$ cat src/rtl/cmm_pkg.sv
// rtl/cmm_pkg.sv - shared types and defaults for the CMM frame sequencer
package cmm_pkg;

  localparam int COLUMNS_DEF  = 256;
  localparam int SAMPLE_W_DEF = 32;

  typedef enum logic [1:0] {
    IDLE     = 2'd0,
    STREAM   = 2'd1,
    WAIT_RES = 2'd2,
    DONE     = 2'd3
  } state_t;

  // One column beat as seen by the CMM: index 0 is channel 0.
  typedef logic [3:0][SAMPLE_W_DEF-1:0] beat_t;

endpackage

$ cat src/rtl/cmm_seq_skid.sv
// rtl/cmm_seq_skid.sv - 2-entry skid buffer between the sample buffer read and s_axis
module cmm_seq_skid #(
  parameter int W = 130
) (
  input  logic         clk,
  input  logic         reset,
  input  logic         push,
  input  logic [W-1:0] din,
  input  logic         pop,
  output logic         valid,
  output logic [W-1:0] dout,
  output logic         almost_full
);

  logic [W-1:0] mem0, mem1;
  logic [1:0]   count;
  logic [2:0]   nxt_count;
  logic         do_pop;

  assign valid     = (count != 2'd0);
  assign dout      = mem0;
  assign do_pop    = pop && valid;
  assign nxt_count = {1'b0, count} + {2'b0, push} - {2'b0, do_pop};
  // A read issued now lands next cycle, so stop once that landing could overflow.
  assign almost_full = (nxt_count >= 3'd2);

  always_ff @(posedge clk) begin
    if (reset) begin
      count <= 2'd0;
      mem0  <= '0;
      mem1  <= '0;
    end else begin
      count <= nxt_count[1:0];
      case ({push, do_pop})
        2'b10: begin
          if (count == 2'd0) mem0 <= din;
          else               mem1 <= din;
        end
        2'b01: mem0 <= mem1;
        2'b11: begin
          if (count == 2'd1) begin
            mem0 <= din;
          end else begin
            mem0 <= mem1;
            mem1 <= din;
          end
        end
        default: ;
      endcase
    end
  end

endmodule

$ cat src/rtl/cmm_frame_sequencer.sv
// rtl/cmm_frame_sequencer.sv - streams one covariance frame into the CMM and waits for its result
module cmm_frame_sequencer
  import cmm_pkg::*;
#(
  parameter int COLUMNS  = COLUMNS_DEF,
  parameter int SAMPLE_W = SAMPLE_W_DEF,
  parameter int ADDR_W   = $clog2(COLUMNS),
  parameter int TIMEOUT  = 4096
) (
  input  logic                clk,
  input  logic                reset,
  input  logic                start,
  output logic                busy,
  output logic                done,
  output logic                err_timeout,
  output logic [15:0]         frame_count,
  output logic                buf_rd_en,
  output logic [ADDR_W-1:0]   buf_rd_addr,
  input  logic [SAMPLE_W-1:0] buf_rd_data_0,
  input  logic [SAMPLE_W-1:0] buf_rd_data_1,
  input  logic [SAMPLE_W-1:0] buf_rd_data_2,
  input  logic [SAMPLE_W-1:0] buf_rd_data_3,
  output logic                s_axis_tvalid,
  input  logic                s_axis_tready,
  output logic                s_axis_tlast,
  output logic                s_axis_tuser,
  output logic [SAMPLE_W-1:0] channel_0_base,
  output logic [SAMPLE_W-1:0] channel_1_base,
  output logic [SAMPLE_W-1:0] channel_2_base,
  output logic [SAMPLE_W-1:0] channel_3_base,
  input  logic                m_axis_dout_tvalid,
  input  logic                m_axis_dout_tlast,
  output logic                m_axis_dout_tready,
  output logic                result_latch
);

  localparam int BEAT_W = 4 * SAMPLE_W + 2;
  localparam int TMO_W  = $clog2(TIMEOUT) + 1;
  localparam logic [ADDR_W-1:0] LAST_ADDR = ADDR_W'(COLUMNS - 1);

  state_t            state, state_nxt;
  logic [ADDR_W-1:0] addr, rd_addr;
  logic              reads_done, rd_pending, pend_user, pend_last, dout_ready_q;
  logic [TMO_W-1:0]  tmo_cnt;
  logic              start_acc, beat_acc, skid_afull, skid_valid;
  logic [BEAT_W-1:0] skid_in, skid_out;
  logic              unused_trace;

  // Result tlast carries no sequencing meaning here; it is only useful on a trace.
  assign unused_trace = m_axis_dout_tlast;

  assign start_acc = (state == IDLE) && start && !reset;
  assign beat_acc  = skid_valid && s_axis_tready;
  assign skid_in   = {pend_user, pend_last, buf_rd_data_3, buf_rd_data_2,
                      buf_rd_data_1, buf_rd_data_0};

  cmm_seq_skid #(.W(BEAT_W)) u_skid (
    .clk         (clk),
    .reset       (reset),
    .push        (rd_pending),
    .din         (skid_in),
    .pop         (s_axis_tready),
    .valid       (skid_valid),
    .dout        (skid_out),
    .almost_full (skid_afull)
  );

  assign s_axis_tvalid      = skid_valid;
  assign s_axis_tuser       = skid_out[BEAT_W-1];
  assign s_axis_tlast       = skid_out[BEAT_W-2];
  assign channel_3_base     = skid_out[4*SAMPLE_W-1:3*SAMPLE_W];
  assign channel_2_base     = skid_out[3*SAMPLE_W-1:2*SAMPLE_W];
  assign channel_1_base     = skid_out[2*SAMPLE_W-1:SAMPLE_W];
  assign channel_0_base     = skid_out[SAMPLE_W-1:0];
  assign buf_rd_addr        = rd_addr;
  assign m_axis_dout_tready = dout_ready_q;

  always_comb begin
    state_nxt    = state;
    buf_rd_en    = 1'b0;
    rd_addr      = addr;
    busy         = (state != IDLE);
    done         = 1'b0;
    result_latch = 1'b0;
    case (state)
      IDLE: begin
        rd_addr = '0;
        if (start_acc) begin
          state_nxt = STREAM;
          buf_rd_en = 1'b1;
        end
      end
      STREAM: begin
        buf_rd_en = !reset && !reads_done && !skid_afull;
        if (beat_acc && s_axis_tlast) state_nxt = WAIT_RES;
      end
      WAIT_RES: begin
        if (m_axis_dout_tvalid) begin
          result_latch = 1'b1;
          state_nxt    = DONE;
        end else if (tmo_cnt == TMO_W'(TIMEOUT - 1)) begin
          state_nxt = DONE;
        end
      end
      DONE: begin
        done      = 1'b1;
        state_nxt = IDLE;
      end
      default: state_nxt = IDLE;
    endcase
  end

  always_ff @(posedge clk) begin
    if (reset) begin
      state        <= IDLE;
      addr         <= '0;
      reads_done   <= 1'b0;
      rd_pending   <= 1'b0;
      pend_user    <= 1'b0;
      pend_last    <= 1'b0;
      tmo_cnt      <= '0;
      err_timeout  <= 1'b0;
      frame_count  <= 16'd0;
      dout_ready_q <= 1'b0;
    end else begin
      state      <= state_nxt;
      rd_pending <= buf_rd_en;
      if (buf_rd_en) begin
        pend_user  <= (rd_addr == '0);
        pend_last  <= (rd_addr == LAST_ADDR);
        addr       <= rd_addr + ADDR_W'(1);
        reads_done <= (rd_addr == LAST_ADDR);
      end
      if (start_acc) begin
        err_timeout  <= 1'b0;
        dout_ready_q <= 1'b1;
      end
      if (state == WAIT_RES) begin
        if (!m_axis_dout_tvalid && tmo_cnt == TMO_W'(TIMEOUT - 1)) err_timeout <= 1'b1;
        if (tmo_cnt != '1) tmo_cnt <= tmo_cnt + TMO_W'(1);
      end else begin
        tmo_cnt <= '0;
      end
      if (result_latch) frame_count <= frame_count + 16'd1;
    end
  end

endmodule

$ cat config.mk
export PLATFORM = sky130hd
export DESIGN_NAME = cmm_frame_sequencer
export DESIGN_NICKNAME = d
export VERILOG_FILES = /design/src/rtl/cmm_pkg.sv /design/src/rtl/cmm_seq_skid.sv /design/src/rtl/cmm_frame_sequencer.sv
export SDC_FILE = /design/constraint.sdc
export NUM_CORES = 1
export LEC_CHECK = 0
export BUFFER_PORTS_ARGS = -buffer_cell sky130_fd_sc_hd__buf_2
export CORE_UTILIZATION = 30
export DETAILED_ROUTE_END_ITERATION = 8
export SYNTH_ARGS = -nofsm -noshare
export SYNTH_HDL_FRONTEND = slang
export SYNTH_SLANG_ARGS = --single-unit
export TNS_END_PERCENT = 30
$ cat constraint.sdc
create_clock -name clk -period 2.77 [get_ports clk]
set_input_delay 0.277 -clock clk [delete_from_list [all_inputs] [get_ports clk]]
set_output_delay 0.277 -clock clk [all_outputs]
set_load 0.01 [all_outputs]
==> results of run 1 <==
[power by group through the flow]
stage | combinational, uW | clock, uW | sequential, uW
after global placement | 5550 | 0 | 5890
after detailed placement | 5670 | 0 | 5930
final | 5900 | 4690 | 5850
after floorplan | 3550 | 0 | 6250
after CTS | 5920 | 4870 | 5850
after global routing | 6450 | 5020 | 5950
[synthesized netlist by cell type (10+ instances only)]
cell type and count:
xnor2_1 12, clkbuf_1 65, nand3_1 11, mux2i_1 131, a21oi_1 151, buf_2 27, nor2b_1 13, buf_6 16
a211oi_2 130, dfxtp_1 306, nand4_1 10, nor2_1 161, inv_1 15, nand2_1 277
[cell families after synthesis]
logic type               count (synthesis)  synth area share
multiplexers                           133             0.102
buffers and inverters                  126            0.0480
flip-flops                             306             0.467
adder cells (fa/ha/maj)                 10            0.0101
AND/OR/NAND/NOR                        507             0.159
AO/OA/AOI/OAI                          320             0.204
XOR/XNOR                                15            0.0100
[how the worst max path moves through the flow]
stage | cells past startpoint | startpoint | slack, ns | endpoint
after floorplan | 9 | u_skid.count[1] | 0.48 | addr[3]
after global placement | 10 | s_axis_tready | 0.44 | buf_rd_en
after detailed placement | 10 | s_axis_tready | 0.43 | buf_rd_en
after CTS | 9 | u_skid.count[0] | -0.01 | buf_rd_en
after global routing | 9 | u_skid.count[0] | -0.05 | buf_rd_en
final | 13 | u_skid.count[0] | 0.05 | addr[5]
[cell usage in the layout (no fill, tap or decap), types with 5 or more instances in the layout]
cell type        n
dfxtp_1        305
buf_2          291
nand2_1        277
nor2_1         159
a21oi_1        151
mux2i_1        131
a211oi_2       130
dlygate4sd3_1  128
clkbuf_16       36
buf_4           21
inv_1           15
buf_12          14
nor2b_1         12
xnor2_1         12
nand3_1         11
nand4_1         10
clkbuf_8        10
ha_1             8
nor3_1           7
o21ai_0          7
clkbuf_1         6
a31o_2           5
[what timing repair did]
item,CTS,global route
resized for setup,6,8
setup endpoints to repair,1,2
cloned,0,0
endpoints found under the hold margin,128,0
hold buffers,128,0
pin swaps,3,3
setup buffers,9,0
[state kept, by name, summed over array words and instances (netlist names)]
signal and count:
addr 8, err_timeout 1, frame_count 16, m_axis_dout_tready 1
pend_last 1, pend_user 1, rd_pending 1, state 2
tmo_cnt 13, u_skid.count 2, u_skid.dout 130, u_skid.mem1 130
[worst reg2reg max path, cell delays in order (launching register included)]
cell and delay, ns:
dfxtp_2 0.32, nor2b_4 0.12, nand2b_4 0.14, ha_4 0.16
fa_2 0.57, nor2_4 0.05, buf_4 0.13, buf_4 0.12
buf_4 0.12, buf_4 0.12, a32o_1 0.32, buf_4 0.17
a21bo_2 0.19, a21oi_1 0.12
[stage by stage]
| step | hold WS (ns) | cells | util |
|---|---|---|---|
| final | 0.0532 | 2410 | 0.412 |
| after global routing | 0.0403 | 2410 | 0.412 |
| after CTS | 0.00653 | 2410 | 0.412 |
| after detailed placement | 0.446 | 2210 | 0.352 |
| after global placement | 0.441 | 2210 | 0.352 |
| after floorplan | 0.413 | 1417 | - |
[per-layer routing]
layer,wire (um),up-vias,global-route usage
li1,-,5660,-
met1,16000,5336,0.193
met2,16500,259,0.258
met3,2420,60,0.0474
met4,859,0,0.0512
met5,0,-,0
[area by class of cell]
class                      count  area share
timing repair buffer         456       0.180
tap                          585      0.0412
sequential                   306       0.345
multi-input combinational    985       0.364
inverter                      15     0.00317
clock buffer                  52      0.0597
clock inverter                11     0.00662
==> run metrics, run 1 <==
Congestion Overflow GR 0; FF-to-FF setup slack 0.05 ns; share of cells above drive strength 1 0.295; Final WS setup 0.0520 ns; CP Class reg2reg; Fill cells 4186; Setup TNS 0 ns; Reg clk slew, reported paths 0.06 ns; Leak 0.00765 uW; pwr dens 925 nW/um^2; CTS H-tree lvls 2; startpoint types register; Sequential Power Share 0.356; crit-path most repeated cell buf_4; Post-Place Worst Slack 0.429 ns; Initial DRC Count 623; Async S/R FF share, synth 0; row cnt 76; CP arrival 3.19 ns; Clock power frac 0.285; area of the multi-input gates 6470 um^2; drt wl/cell 14.8 um; die footprint 44600 um^2; root buffer cell clkbuf_16; Post-Syn Nets 1561; GRT Resource Usage Total 0.156; DRT Pass-1 Iters 5; power share of the combinational group 0.359; CP endpoint kind register; initial antenna violation count 1; Slew @ Worst Pin 0.848 ns; largest net degree at the start of global routing 107; Worst VDD drop 482 uV; CP Cell Sequence nor2b_4, nand2b_4, ha_4, fa_2, nor2_4, buf_4, buf_4, buf_4, buf_4, a32o_1, buf_4, a21bo_2, a21oi_1; Slew Limit Fails 0; DP HPWL 22.4 mm; Reg2Reg Depth 13; Critical Path RT 3.24 ns; RSZ-0062 raised after global routing yes; Initial Util 0.305; routability-driven placement congestion ratio 0.738; Area after DPL 15200 um^2; Sw Ratio 0.356; RR Endpoint addr[5]; EDFF count, synth 0; Post-Layout Inst Area 17800 um^2; Mapped Area 13100 um^2; Layout Skew 0.0264 ns; Final #Nets 1944; Remaining DRCs 0; via count 11300; CP max FO 6; Fmax 368 MHz; max_cap viols 0; area leader, netlist dfxtp_1; Hold EP m_axis_dout_tready; vias in the first global route 11200; clock sink count 306; worst path buffer plus inverter count 5; sequential fraction of the synthesis area 0.467; Final Hold Viols 0; hold wc startpoint reset; Clk Latency, worst-skew pair 0.55 ns; hold depth 2; post-route ant nets 0; slowest CP cell fa_2; total power 16400 uW; Internal Power 10600 uW; sw power 5850 uW; Ant. Diodes 0; fin crit share 0.981; Mapped Avg Cell Area 9.26 um^2; outcome finished, final reports clean; IO buf count 293; Area growth syn-to-layout 35.4%; area of the core 43100 um^2; number of buffers created by CTS 36; Area contributors post-synth dfxtp_1, a211oi_2, mux2i_1; post-synthesis cell type count 51; synth warn 0; synthesis-stage register bit count 306; Post-Route WL 35.7 mm; Synth Flop Type dfxtp_1; Vias/cell 4.70; Final setup viols 0; post-synthesis cell count 1417; CP delay by family, top adder cells; Die Ht 211 um; global-route wire length before repair 56.7 mm; min Tclk post-route 2.72 ns; share of the synthesized area in the top cell type 0.467; slew margin rel. 0.435; Die Width 211 um; max incr delay on CP 0.57 ns; io pins 295; RR Startpoint u_skid.count[0]; CTS tree done; storage element area 6130 um^2; Hold Crit Class in2reg; clk buf depth 3
(Power assumes the default switching activity.)
==> run 2, diff against run 1 <==
--- a/config.mk
+++ b/config.mk
@@ -7,6 +7,8 @@
 export LEC_CHECK = 0
 export BUFFER_PORTS_ARGS = -buffer_cell sky130_fd_sc_hd__buf_2
 export CORE_UTILIZATION = 30
+export CTS_BUF_LIST = sky130_fd_sc_hd__clkbuf_16
+export CTS_CLUSTER_SIZE = 12
 export DETAILED_ROUTE_END_ITERATION = 8
 export SYNTH_ARGS = -nofsm -noshare
 export SYNTH_HDL_FRONTEND = slang
==> run metrics, run 2 (synthesis results as in run 1) <==
DP HPWL 22.4 mm (unchanged); Remaining DRCs 0 (unchanged); min Tclk post-route 2.71 ns (-0.00458 ns); Setup TNS 0 ns (unchanged); Die Width 211 um (unchanged); Reg clk slew, reported paths 0.06 ns (about the same); root buffer cell clkbuf_16; Hold Crit Class in2reg; commonest non-fill, non-tap cell in the layout dfxtp_1; clock sink count 306 (unchanged); die footprint 44600 um^2 (unchanged); post-route ant nets 0 (unchanged); Congestion Overflow GR 0 (unchanged); initial antenna violation count 1 (unchanged); Reg2Reg Depth 13 (unchanged); most frequent cells in the layout dfxtp_1, buf_2, nand2_1; Post-Route WL 35.8 mm (+0.27%); startpoint types register; Vias/cell 4.68 (-0.26%); Final setup viols 0 (unchanged); CP Class reg2out; share of cells above drive strength 1 0.291 (-0.00431); Clk Latency, worst-skew pair 0.55 ns (about the same); CP arrival 2.44 ns (-0.75 ns); RSZ-0062 raised after global routing yes; pwr dens 921 nW/um^2 (-0.51%); Slew Limit Fails 0 (unchanged); routability-driven placement congestion ratio 0.738 (unchanged); Critical Path RT 2.49 ns (-0.75 ns); via count 11300 (-0.13%); Final #Nets 1945 (+0.051%); row cnt 76 (unchanged); Layout Skew 0.0246 ns (-0.00182 ns); Worst VDD drop 522 uV (+8.3%); CP max FO 3 (-3); io pins 295 (unchanged); hold depth 2 (unchanged); largest net degree at the start of global routing 107 (unchanged); Ant. Diodes 0 (unchanged); Die Ht 211 um (unchanged); drt wl/cell 14.9 um (+0.15%); area of the core 43100 um^2 (unchanged); Initial DRC Count 664 (+6.6%); Slew @ Worst Pin 0.842 ns (-0.00597 ns); fin crit share 0.980 (-0.00165); Area growth syn-to-layout 35.0%; Fmax 369 MHz (+0.17%); Leak 0.00765 uW (about the same); clk buf depth 3 (unchanged); number of buffers created by CTS 37 (+2.8%); global-route wire length before repair 56.8 mm (+0.22%); max_cap viols 0 (unchanged); DRT Pass-1 Iters 5 (unchanged); Post-Place Worst Slack 0.429 ns (unchanged); vias in the first global route 11300 (+0.36%); IO buf count 293 (unchanged); CTS H-tree lvls 2 (unchanged); outcome finished, final reports clean; CP endpoint kind output port; Final Hold Viols 0 (unchanged); slew margin rel. 0.439 (+0.00398); Initial Util 0.305 (unchanged); Final WS setup 0.0566 ns (+0.00458 ns); GRT Resource Usage Total 0.157 (+0.000581); CTS tree done
run 2: cell count changes in the layout (fill, tap and decap cells not counted), sizes merged:
cell	before	now
clkinv	5	13
bufinv	1	2
clkbuf	52	37
inv	17	26
run 2: power by group:
part	leakage, uW	internal [uW]	switching (uW)
Sequential	0.00250	5350	493
Combinational	0.00458	2470	3440
Clock	0.000578	2630	1930
run 2: per-layer routing:
metal	vias up	share of wire	wire length (um)	GRT usage
met5	-	0	0	0
met4	0	0.025	903	0.0527
met3	60	0.069	2470	0.0485
met2	258	0.46	16500	0.259
met1	5308	0.44	15900	0.193
li1	5674	-	-	-
run 2: repair_timing:
action,in CTS,in global routing
pin swaps,3,3
gates cloned,0,0
buffers inserted,9,0
hold buffers,128,0
hold endpoints to repair,128,0
gates resized for setup,6,8
endpoints found under the setup margin,1,2
run 2: stage by stage:
| stage | hold slack, ns | power (uW) | instance area [um^2] | std cells | util |
|---|---|---|---|---|---|
| finish | 0.0523 | 16300 | 17700 | 2413 | 0.411 |
| global route | 0.0384 | 17300 | 17700 | 2413 | 0.411 |
| CTS | 0.00508 | 16500 | 17700 | 2413 | 0.410 |
| detailed placement | 0.446 | 11600 | 15200 | 2210 | 0.352 |
| global placement | 0.441 | 11400 | 15200 | 2210 | 0.352 |
| floorplan | 0.413 | 9810 | 13100 | 1417 | - |
run 2: final cells by class:
cell class / instances / area, um^2
Fill cell: 4191 / 25400
Multi-Input combinational cell: 985 / 6470
Sequential cell: 306 / 6130
Timing Repair Buffer: 456 / 3200
Clock buffer: 37 / 926
Tap cell: 585 / 732
Clock inverter: 29 / 205
Inverter: 15 / 56.3
run 2: critical path, stage by stage, from the launching register on:
cell and delay, ns:
dfxtp_2 0.32, nor2b_4 0.12, nand2b_4 0.14, ha_4 0.16
fa_2 0.57, nor2_4 0.04, a32oi_2 0.19, buf_4 0.18
nor2_4 0.03, buf_6 0.12
run 2: worst paths after layout:
path / slack, ns / startpoint / end
hold / removal: 0.05 / reset / m_axis_dout_tready
hold reg to reg: 0.45 / u_skid.mem1[123] / u_skid.mem1[123]
setup / recovery: 0.06 / u_skid.count[0] / buf_rd_en
setup reg to reg: 0.06 / u_skid.count[0] / addr[5]
==> run 3, diff against run 2 <==
--- a/config.mk
+++ b/config.mk
@@ -7,10 +7,9 @@
 export LEC_CHECK = 0
 export BUFFER_PORTS_ARGS = -buffer_cell sky130_fd_sc_hd__buf_2
 export CORE_UTILIZATION = 30
-export CTS_BUF_LIST = sky130_fd_sc_hd__clkbuf_16
+export CTS_BUF_LIST = sky130_fd_sc_hd__clkbuf_8 sky130_fd_sc_hd__clkbuf_16
 export CTS_CLUSTER_SIZE = 12
 export DETAILED_ROUTE_END_ITERATION = 8
 export SYNTH_ARGS = -nofsm -noshare
 export SYNTH_HDL_FRONTEND = slang
 export SYNTH_SLANG_ARGS = --single-unit
-export TNS_END_PERCENT = 30
==> constraint.sdc (replaced) <==
create_clock -name clk -period 3.19 [get_ports clk]
set_input_delay 0.319 -clock clk [delete_from_list [all_inputs] [get_ports clk]]
set_output_delay 0.319 -clock clk [all_outputs]
set_load 0.01 [all_outputs]
==> run metrics, run 3 (synthesis results as in run 1) <==
Layout Skew 0.0214 ns (-0.00314 ns); RR Endpoint addr[7]; GRT Resource Usage Total 0.153 (-0.00371); routability-driven placement congestion ratio 0.746 (+1.1%); share of cells above drive strength 1 0.288 (-0.00301); grt met3 use 0.0467 (-0.00178); Initial Util 0.305 (unchanged); via count 11200 (-0.68%); commonest non-fill, non-tap cell in the layout dfxtp_1; Final #Nets 1915 (-1.5%); RSZ-0062 raised after global routing no; Congestion Overflow GR 0 (unchanged); Die Width 211 um (unchanged); CTS tree done; Die Ht 211 um (unchanged); IO buf count 293 (unchanged); Leak 0.00754 uW (-1.5%); most frequent cells in the layout dfxtp_1, buf_2, nand2_1; io pins 295 (unchanged); largest net degree at the start of global routing 108 (+0.93%); row cnt 76 (unchanged); Ant. Diodes 0 (unchanged); Critical Path RT 2.87 ns (+0.38 ns); hold depth 3 (+1); postcts setup bufs 0 (-9); pwr dens 815 nW/um^2 (-12%); Initial DRC Count 554 (-17%); Slew Limit Fails 0 (unchanged); CP arrival 2.58 ns (+0.14 ns); Reg2Reg Depth 8 (-5); FF-to-FF setup slack 0.58 ns (+0.52 ns); initial antenna violation count 2 (+1); drt wl/cell 14.8 um (-0.12%); Remaining DRCs 0 (unchanged); Clk Latency, worst-skew pair 0.55 ns (about the same); Vias/cell 4.72 (+0.70%); Post-Route WL 35.3 mm (-1.5%); outcome finished, final reports clean; met2 global-route usage 0.252 (-0.00703); Slew @ Worst Pin 1.10 ns (+0.262 ns); CP endpoint kind output port; Hold Crit Class in2reg; Final Hold Viols 0 (unchanged); Reg clk slew, reported paths 0.06 ns (about the same); Setup TNS 0 ns (unchanged); CP max FO 8 (+5); fin crit share 0.908; clock sink count 306 (unchanged); Area growth syn-to-layout 32.6%; startpoint types register; global-route wire length before repair 55.7 mm (-2.0%); Fill cells 4225 (+0.81%); min Tclk post-route 2.90 ns; slew margin rel. 0.264 (-0.174); met1 usage 0.190 (-0.00308); number of buffers created by CTS 37 (unchanged); Hold EP u_skid.mem1[66]; CTS H-tree lvls 2 (unchanged); post-route ant nets 0 (unchanged); vias in the first global route 11000 (-2.6%); DRT Pass-1 Iters 4 (-1); DP HPWL 22.0 mm (-1.7%); Final setup viols 0 (unchanged); cts repair resizes 0 (-6); root buffer cell clkbuf_16; Worst VDD drop 485 uV (-7.1%); GR peak layer met2; area of the core 43100 um^2 (unchanged); die footprint 44600 um^2 (unchanged); CP Class reg2out; max_cap viols 0 (unchanged); RR Startpoint u_skid.count[1]; total power 14200 uW (-13%); clk buf depth 3 (unchanged); hold wc startpoint buf_rd_data_2[2]; Fmax 345 MHz; hold_buf cts 109 (-15%)
run 3: where the power goes:
group          switching (uW)  leakage [uW]  internal (uW)
sequential                434       0.00250           4650
combinational            2910       0.00442           2040
clock                    1660      0.000622           2490
total                    5010       0.00754           9180
run 3: layout make-up:
| class | count | area [um^2] | area share |
|---|---|---|---|
| clock buffer | 46 | 1050 | 0.0603 |
| clock inverter | 17 | 150 | 0.00862 |
| inverter | 15 | 56.3 | 0.00323 |
| multi-input combinational | 985 | 6410 | 0.368 |
| sequential | 306 | 6130 | 0.352 |
| tap | 585 | 732 | 0.0420 |
| timing repair buffer | 426 | 2890 | 0.166 |
run 3: critical path: stages (launching register included):
cell,delay [ns]
dfxtp_1,0.58
nand3b_1,0.19
nand2b_1,0.11
ha_1,0.16
fa_1,0.42
nor2_1,0.14
a32oi_1,0.16
nor2_1,0.10
buf_2,0.16
run 3: worst max path at each step:
stage / cells past startpoint / from / endpoint
after floorplan: 9 / u_skid.count[1] / addr[3]
after global placement: 9 / s_axis_tready / addr[7]
after detailed placement: 9 / s_axis_tready / addr[7]
after CTS: 8 / u_skid.count[1] / buf_rd_en
after global routing: 8 / u_skid.count[1] / buf_rd_en
final: 8 / u_skid.count[1] / buf_rd_en
run 3: metal layers:
layer / vias up / part of all wire
li1: 5603 / -
met1: 5287 / 0.45
met2: 267 / 0.46
met3: 64 / 0.066
met4: 2 / 0.025
met5: - / 0.00037
run 3: stage by stage:
step                      cell area, um^2  setup WS, ns  cells  utilization  hold slack (ns)
after floorplan                     13100         0.904   1417            -            0.436
after global placement              15100         0.594   2208        0.351            0.441
after detailed placement            15100         0.557   2208        0.351            0.446
after CTS                           17400         0.250   2380        0.404         0.000886
after global routing                17400        0.0674   2380        0.404           0.0131
final                               17400         0.292   2380        0.404           0.0370
